## config.mk

```make
export PLATFORM = sky130hd
export DESIGN_NAME = vermibus_router
export DESIGN_NICKNAME = d
export VERILOG_FILES = /design/src/rtl/vermibus_router.sv
export SDC_FILE = /design/constraint.sdc
export NUM_CORES = 1
export LEC_CHECK = 0
export ABC_AREA = 1
export CORE_AREA = 2 2 123 125
export CTS_CLUSTER_DIAMETER = 50
export DETAILED_ROUTE_END_ITERATION = 16
export DIE_AREA = 0 0 125 127
export GPL_ROUTABILITY_DRIVEN = 0
export PLACE_DENSITY_LB_ADDON = 0.1
export SLEW_MARGIN = 20
export SYNTH_ARGS = -nofsm -noshare
export SYNTH_HDL_FRONTEND = slang
export SYNTH_SLANG_ARGS = --single-unit
```

## constraint.sdc

```tcl
create_clock -name clk -period 3.2 [get_ports clk]
set_clock_uncertainty 0.2 [all_clocks]
set_input_delay 0.32 -clock clk [delete_from_list [all_inputs] [get_ports clk]]
set_output_delay 0.32 -clock clk [all_outputs]
set_load 0.005 [all_outputs]
```

## src/rtl/vermibus_router.sv

```systemverilog
// rtl/vermibus_router.sv - N-way Vermicel data-bus router with error status, timeout and IRQ aggregation
module vermibus_router #(
  parameter int                       NUM_DEVICES    = 3,
  parameter logic [NUM_DEVICES*8-1:0] DEV_BASES      = {8'h81, 8'h80, 8'h00},
  parameter int                       TIMEOUT_CYCLES = 64,
  parameter logic [NUM_DEVICES-1:0]   IRQ_MASK       = '1
) (
  input  logic                     clk,
  input  logic                     reset,
  input  logic                     valid,
  input  logic [31:0]              address,
  input  logic [3:0]               wstrobe,
  input  logic [31:0]              wdata,
  output logic [31:0]              rdata,
  output logic                     ready,
  output logic                     irq,
  output logic [NUM_DEVICES-1:0]   dev_valid,
  output logic [31:0]              dev_address,
  output logic [3:0]               dev_wstrobe,
  output logic [31:0]              dev_wdata,
  input  logic [NUM_DEVICES*32-1:0] dev_rdata,
  input  logic [NUM_DEVICES-1:0]   dev_ready,
  input  logic [NUM_DEVICES-1:0]   dev_irq,
  input  logic                     err_clear,
  output logic                     err_unmapped,
  output logic                     err_timeout,
  output logic [31:0]              err_address
);

  localparam int IDX_W = (NUM_DEVICES > 1) ? $clog2(NUM_DEVICES) : 1;
  localparam int CNT_W = (TIMEOUT_CYCLES == 0) ? 1 : $clog2(TIMEOUT_CYCLES + 1);

  typedef enum logic {IDLE, BUSY} state_t;

  state_t             state, state_next;
  logic [IDX_W-1:0]   sel, sel_next;
  logic [CNT_W-1:0]   cnt, cnt_next;
  logic               hit;
  logic [IDX_W-1:0]   hit_idx;
  logic               set_unmapped, set_timeout;
  logic               timeout_hit;
  logic [31:0]        rd_arr [NUM_DEVICES];

  assign dev_address = address;
  assign dev_wstrobe = wstrobe;
  assign dev_wdata   = wdata;
  assign irq         = |(dev_irq & IRQ_MASK);

  // Unpack per-device read data so it can be indexed by channel number
  always_comb begin
    for (int i = 0; i < NUM_DEVICES; i++) begin
      rd_arr[i] = dev_rdata[32*i +: 32];
    end
  end

  // Tag decode; scanning downward lets the lowest matching index win
  always_comb begin
    hit     = 1'b0;
    hit_idx = '0;
    for (int i = NUM_DEVICES - 1; i >= 0; i--) begin
      if (DEV_BASES[8*i +: 8] == address[31:24]) begin
        hit     = 1'b1;
        hit_idx = IDX_W'(i);
      end
    end
  end

  assign timeout_hit = (TIMEOUT_CYCLES != 0) && (cnt == CNT_W'(TIMEOUT_CYCLES));

  // Next-state and host/device handshake outputs
  always_comb begin
    state_next   = state;
    sel_next     = sel;
    cnt_next     = cnt;
    dev_valid    = '0;
    ready        = 1'b0;
    rdata        = 32'h0;
    set_unmapped = 1'b0;
    set_timeout  = 1'b0;
    case (state)
      IDLE: begin
        if (valid) begin
          if (hit) begin
            dev_valid[hit_idx] = 1'b1;
            ready              = dev_ready[hit_idx];
            rdata              = rd_arr[hit_idx];
            if (!dev_ready[hit_idx]) begin
              state_next = BUSY;
              sel_next   = hit_idx;
              cnt_next   = CNT_W'(1);
            end
          end else begin
            // Unmapped tag: terminate immediately so the host never hangs
            ready        = 1'b1;
            set_unmapped = 1'b1;
          end
        end
      end
      BUSY: begin
        if (!valid) begin
          // Host abandoned the access; drop it quietly
          state_next = IDLE;
          cnt_next   = '0;
        end else if (dev_ready[sel]) begin
          dev_valid[sel] = 1'b1;
          ready          = 1'b1;
          rdata          = rd_arr[sel];
          state_next     = IDLE;
          cnt_next       = '0;
        end else if (timeout_hit) begin
          ready       = 1'b1;
          set_timeout = 1'b1;
          state_next  = IDLE;
          cnt_next    = '0;
        end else begin
          dev_valid[sel] = 1'b1;
          if (cnt != '1) cnt_next = cnt + CNT_W'(1);
        end
      end
      default: state_next = IDLE;
    endcase
  end

  // FSM, channel select and stall counter registers
  always_ff @(posedge clk) begin
    if (reset) begin
      state <= IDLE;
      sel   <= '0;
      cnt   <= '0;
    end else begin
      state <= state_next;
      sel   <= sel_next;
      cnt   <= cnt_next;
    end
  end

  // Sticky error status; a new error takes priority over a clear
  always_ff @(posedge clk) begin
    if (reset) begin
      err_unmapped <= 1'b0;
      err_timeout  <= 1'b0;
      err_address  <= 32'h0;
    end else begin
      if (err_clear) begin
        err_unmapped <= 1'b0;
        err_timeout  <= 1'b0;
      end
      if (set_unmapped) err_unmapped <= 1'b1;
      if (set_timeout)  err_timeout  <= 1'b1;
      if (set_unmapped || set_timeout) err_address <= address;
    end
  end

endmodule

```

==> metrics.md <==
| Metric | Value |
|---|---|
| Multi-input gate area | `2240 sq um` |
| Dpl cell area | `6340 sq um` |
| Largest area contributor in the netlist | `dfxtp_1` |
| Bufs on Longest Clock Path | `2` |
| Most common cell in the netlist | `nand2_1` |
| First-pass GRT wire length | `24,800 microns` |
| Post-synthesis sequential area ratio | `0.205` |
| CTS tree | `done` |
| Clock transition at path regs | `0.06 ns` |
| DRC viols | `0` |
| Initial DRC Count | `315` |
| Sw Share | `0.242` |
| Startpoint Class | `input pin` |
| Final Net Count | `1,052` |
| Vias per cell | `4.83` |
| Clk root buf | `clkbuf_16` |
| Synthesized area | `4300 sq um` |
| Die ar. | `15,900 sq um` |
| Die Ht | `127 microns` |
| Hold endpoint | `err_address[31]$_SDFFE_PP0P_` |
| Top cells by area, synth | `dfxtp_1 21%, buf_4 12%, nand2_1 11%` |
| Logic pwr share | `0.279` |
| Critical path data arrival time | `2.52 ns` |
| Core Rows | `44` |
| Internal power | `1.25 mW` |
| Hold WS | `0.214 ns` |
| I/O pin count | `313` |
| GRT Util Overall | `0.186` |
| Yosys cell types | `32` |
| Vias in the first global route | `4,892` |
| Final Cell Area | `6530 sq um` |
| Reg2reg setup slack | `0.90 ns` |
| Run status | `complete, no violations` |
| Area share of the largest cell type after synthesis | `0.205` |
| Worst Hold Class | `in -> reg` |
| Synth Flop Type | `dfxtp_1` |
| ANT cells | `0` |
| Final hold violations | `0` |
| Max Clk Rate | `0.329 GHz` |
| Element type at the critical path end | `output port` |
| Switching pwr | `0.399 mW` |
| Req. time, crit path | `2.68 ns` |
| Syn_nets | `895` |
| Worst R2R Path Depth | `10` |
| Sequential Area | `881 sq um` |
| VDD IR-drop max | `283 uV` |
| Static Leak | `2.88 nW` |
| Async SR Flop Fraction | `0` |
| Mean Syn Cell Area | `5.98 sq um` |
| YS warnings | `0` |
| Max_cap viols | `0` |
| Die Wd | `125 microns` |
| DR pass1 iterations | `5` |
| Slew Limit Headroom | `0.550` |
| Clock power share | `0.366` |
| Final period utilization | `0.950` |
| Cells after synthesis | `719` |
| Initial Util | `0.298` |
| Core ar. | `14,400 sq um` |
| Syn-to-layout area delta | `52.0%` |
| Worst Min Path Start | `address[31]` |
| Final setup viols | `0` |
| CTS buffer count | `5` |
| Critical path fanouts, max | `32` |
| Number of synthesized flops with an enable pin | `0` |
| Layout cell share with drive strength beyond 1 | `0.0490` |
| PwrDens | `252 nW/um^2` |
| HPWL Detailed | `11,800 microns` |
| FILL cells | `1,522` |
| Routed len/inst | `14.6 microns` |
| CTS HTree Levels | `2` |
| Critical path type | `in -> out` |
| IO Port Bufs | `240` |
| Via count | `5,121` |
| Final Max Slew Viols | `0` |
| Tmin final | `3.04 ns` |
| FF-to-FF End | `err_address[24]$_SDFFE_PP0P_` |
| Setup Buffers After CTS | `0` |
| Skew-Pair Late Insertion Delay | `0.28 ns` |
| Yosys reg bits | `44` |
| Detail Route Antenna Nets | `0` |
| Clk sinks | `44` |
| Hold depth | `3` |
| Post-synth top cells | `126 x nand2_1, 118 x inv_1, 69 x buf_4, 69 x o21ai_0, 58 x nor2_1` |
| WL final | `15,500 microns` |
| Setup TNS Final | `0 ns` |
| RSZ-0062 raised after global routing | `yes` |
| Largest net degree at the start of global routing | `35` |
| Slew @ Worst Pin | `0.672 ns` |
| Initial antenna violation count | `0` |
| Total grt overflow | `0` |
| Share of power burned in registers | `0.355` |
| Worst R2R Start | `cnt[0]$_SDFFE_PP0P_` |
[layout by cell type, fill, tap and decap left out, types with 13 or more instances in the layout]
cell / synthesis / layout
o21ai_0: 69 / 69
nand2_1: 126 / 125
o21ai_1: 22 / 22
nand3_1: 51 / 51
a21oi_1: 48 / 48
dfxtp_1: 44 / 44
inv_1: 118 / 117
o22ai_1: 24 / 24
buf_4: 69 / 13
nor2_1: 58 / 58
clkdlybuf4s50_1: 0 / 239
o221ai_1: 16 / 16
[state kept, by name, summed over array words and instances (netlist names)]
register      count
cnt               7
err_address      32
err_timeout       1
err_unmapped      1
sel               2
state             1
[layer usage]
layer / share of wire / track usage
met5: 0 / 0
met4: 0.018 / 0.0542
met3: 0.082 / 0.0440
met2: 0.49 / 0.326
met1: 0.41 / 0.228
[worst max-delay path by stage]
stage,cells past startpoint,from,end
2_1_floorplan,9,address[30],rdata[29]
3_3_place_gp,9,valid,rdata[12]
3_5_place_dp,9,address[24],rdata[0]
4_1_cts,11,sel[0]$_SDFFE_PP0P_,rdata[12]
5_1_grt,10,address[30],rdata[2]
6_report,9,address[24],rdata[17]
[kinds of logic after synthesis]
kind of cell             share of synthesized area
AO/OA/AOI/OAI                                0.253
flip-flops                                   0.205
adder cells (fa/ha/maj)                    0.00582
AND/OR/NAND/NOR                              0.258
buffers and inverters                        0.273
XOR/XNOR                                   0.00408
[power groups by stage]
| stage | clock, mW | sequential (mW) | combinational (mW) |
|---|---|---|---|
| floorplan | 0 | 0.598 | 0.212 |
| global placement | 0 | 0.595 | 0.458 |
| CTS | 0.625 | 0.585 | 0.464 |
| detailed placement | 0 | 0.596 | 0.460 |
| finish | 0.602 | 0.585 | 0.459 |
| global route | 0.641 | 0.587 | 0.504 |
[what timing repair did]
action	CTS	global route
hold buffers	0	0
gates resized for setup	0	4
endpoints found under the setup margin	0	15
[through the flow]
step | util | power (mW) | std cells | setup slack [ns]
global route | 0.453 | 1.73 | 1061 | -0.0230
CTS | 0.452 | 1.67 | 1061 | 0.123
global placement | 0.440 | 1.05 | 1053 | 0.163
finish | 0.453 | 1.65 | 1061 | 0.159
floorplan | - | 0.811 | 719 | 1.31
detailed placement | 0.440 | 1.06 | 1053 | 0.135
[critical path, stage by stage]
cell and delay (ns):
clkdlybuf4s50_1 0.52, nand2_1 0.07, nor2_1 0.27, nand2_4 0.11, inv_4 0.06, nor3_2 0.05
or2_4 0.38, o21ai_1 0.22, clkdlybuf4s50_1 0.52
[final cells by class]
type | instances | area share
multi-input combinational | 448 | 0.344
inverter | 122 | 0.0711
tap | 184 | 0.0353
timing repair buffer | 255 | 0.388
sequential | 44 | 0.135
clock buffer | 6 | 0.0213
clock inverter | 2 | 0.00594
Power figures use the tool's default switching activity.
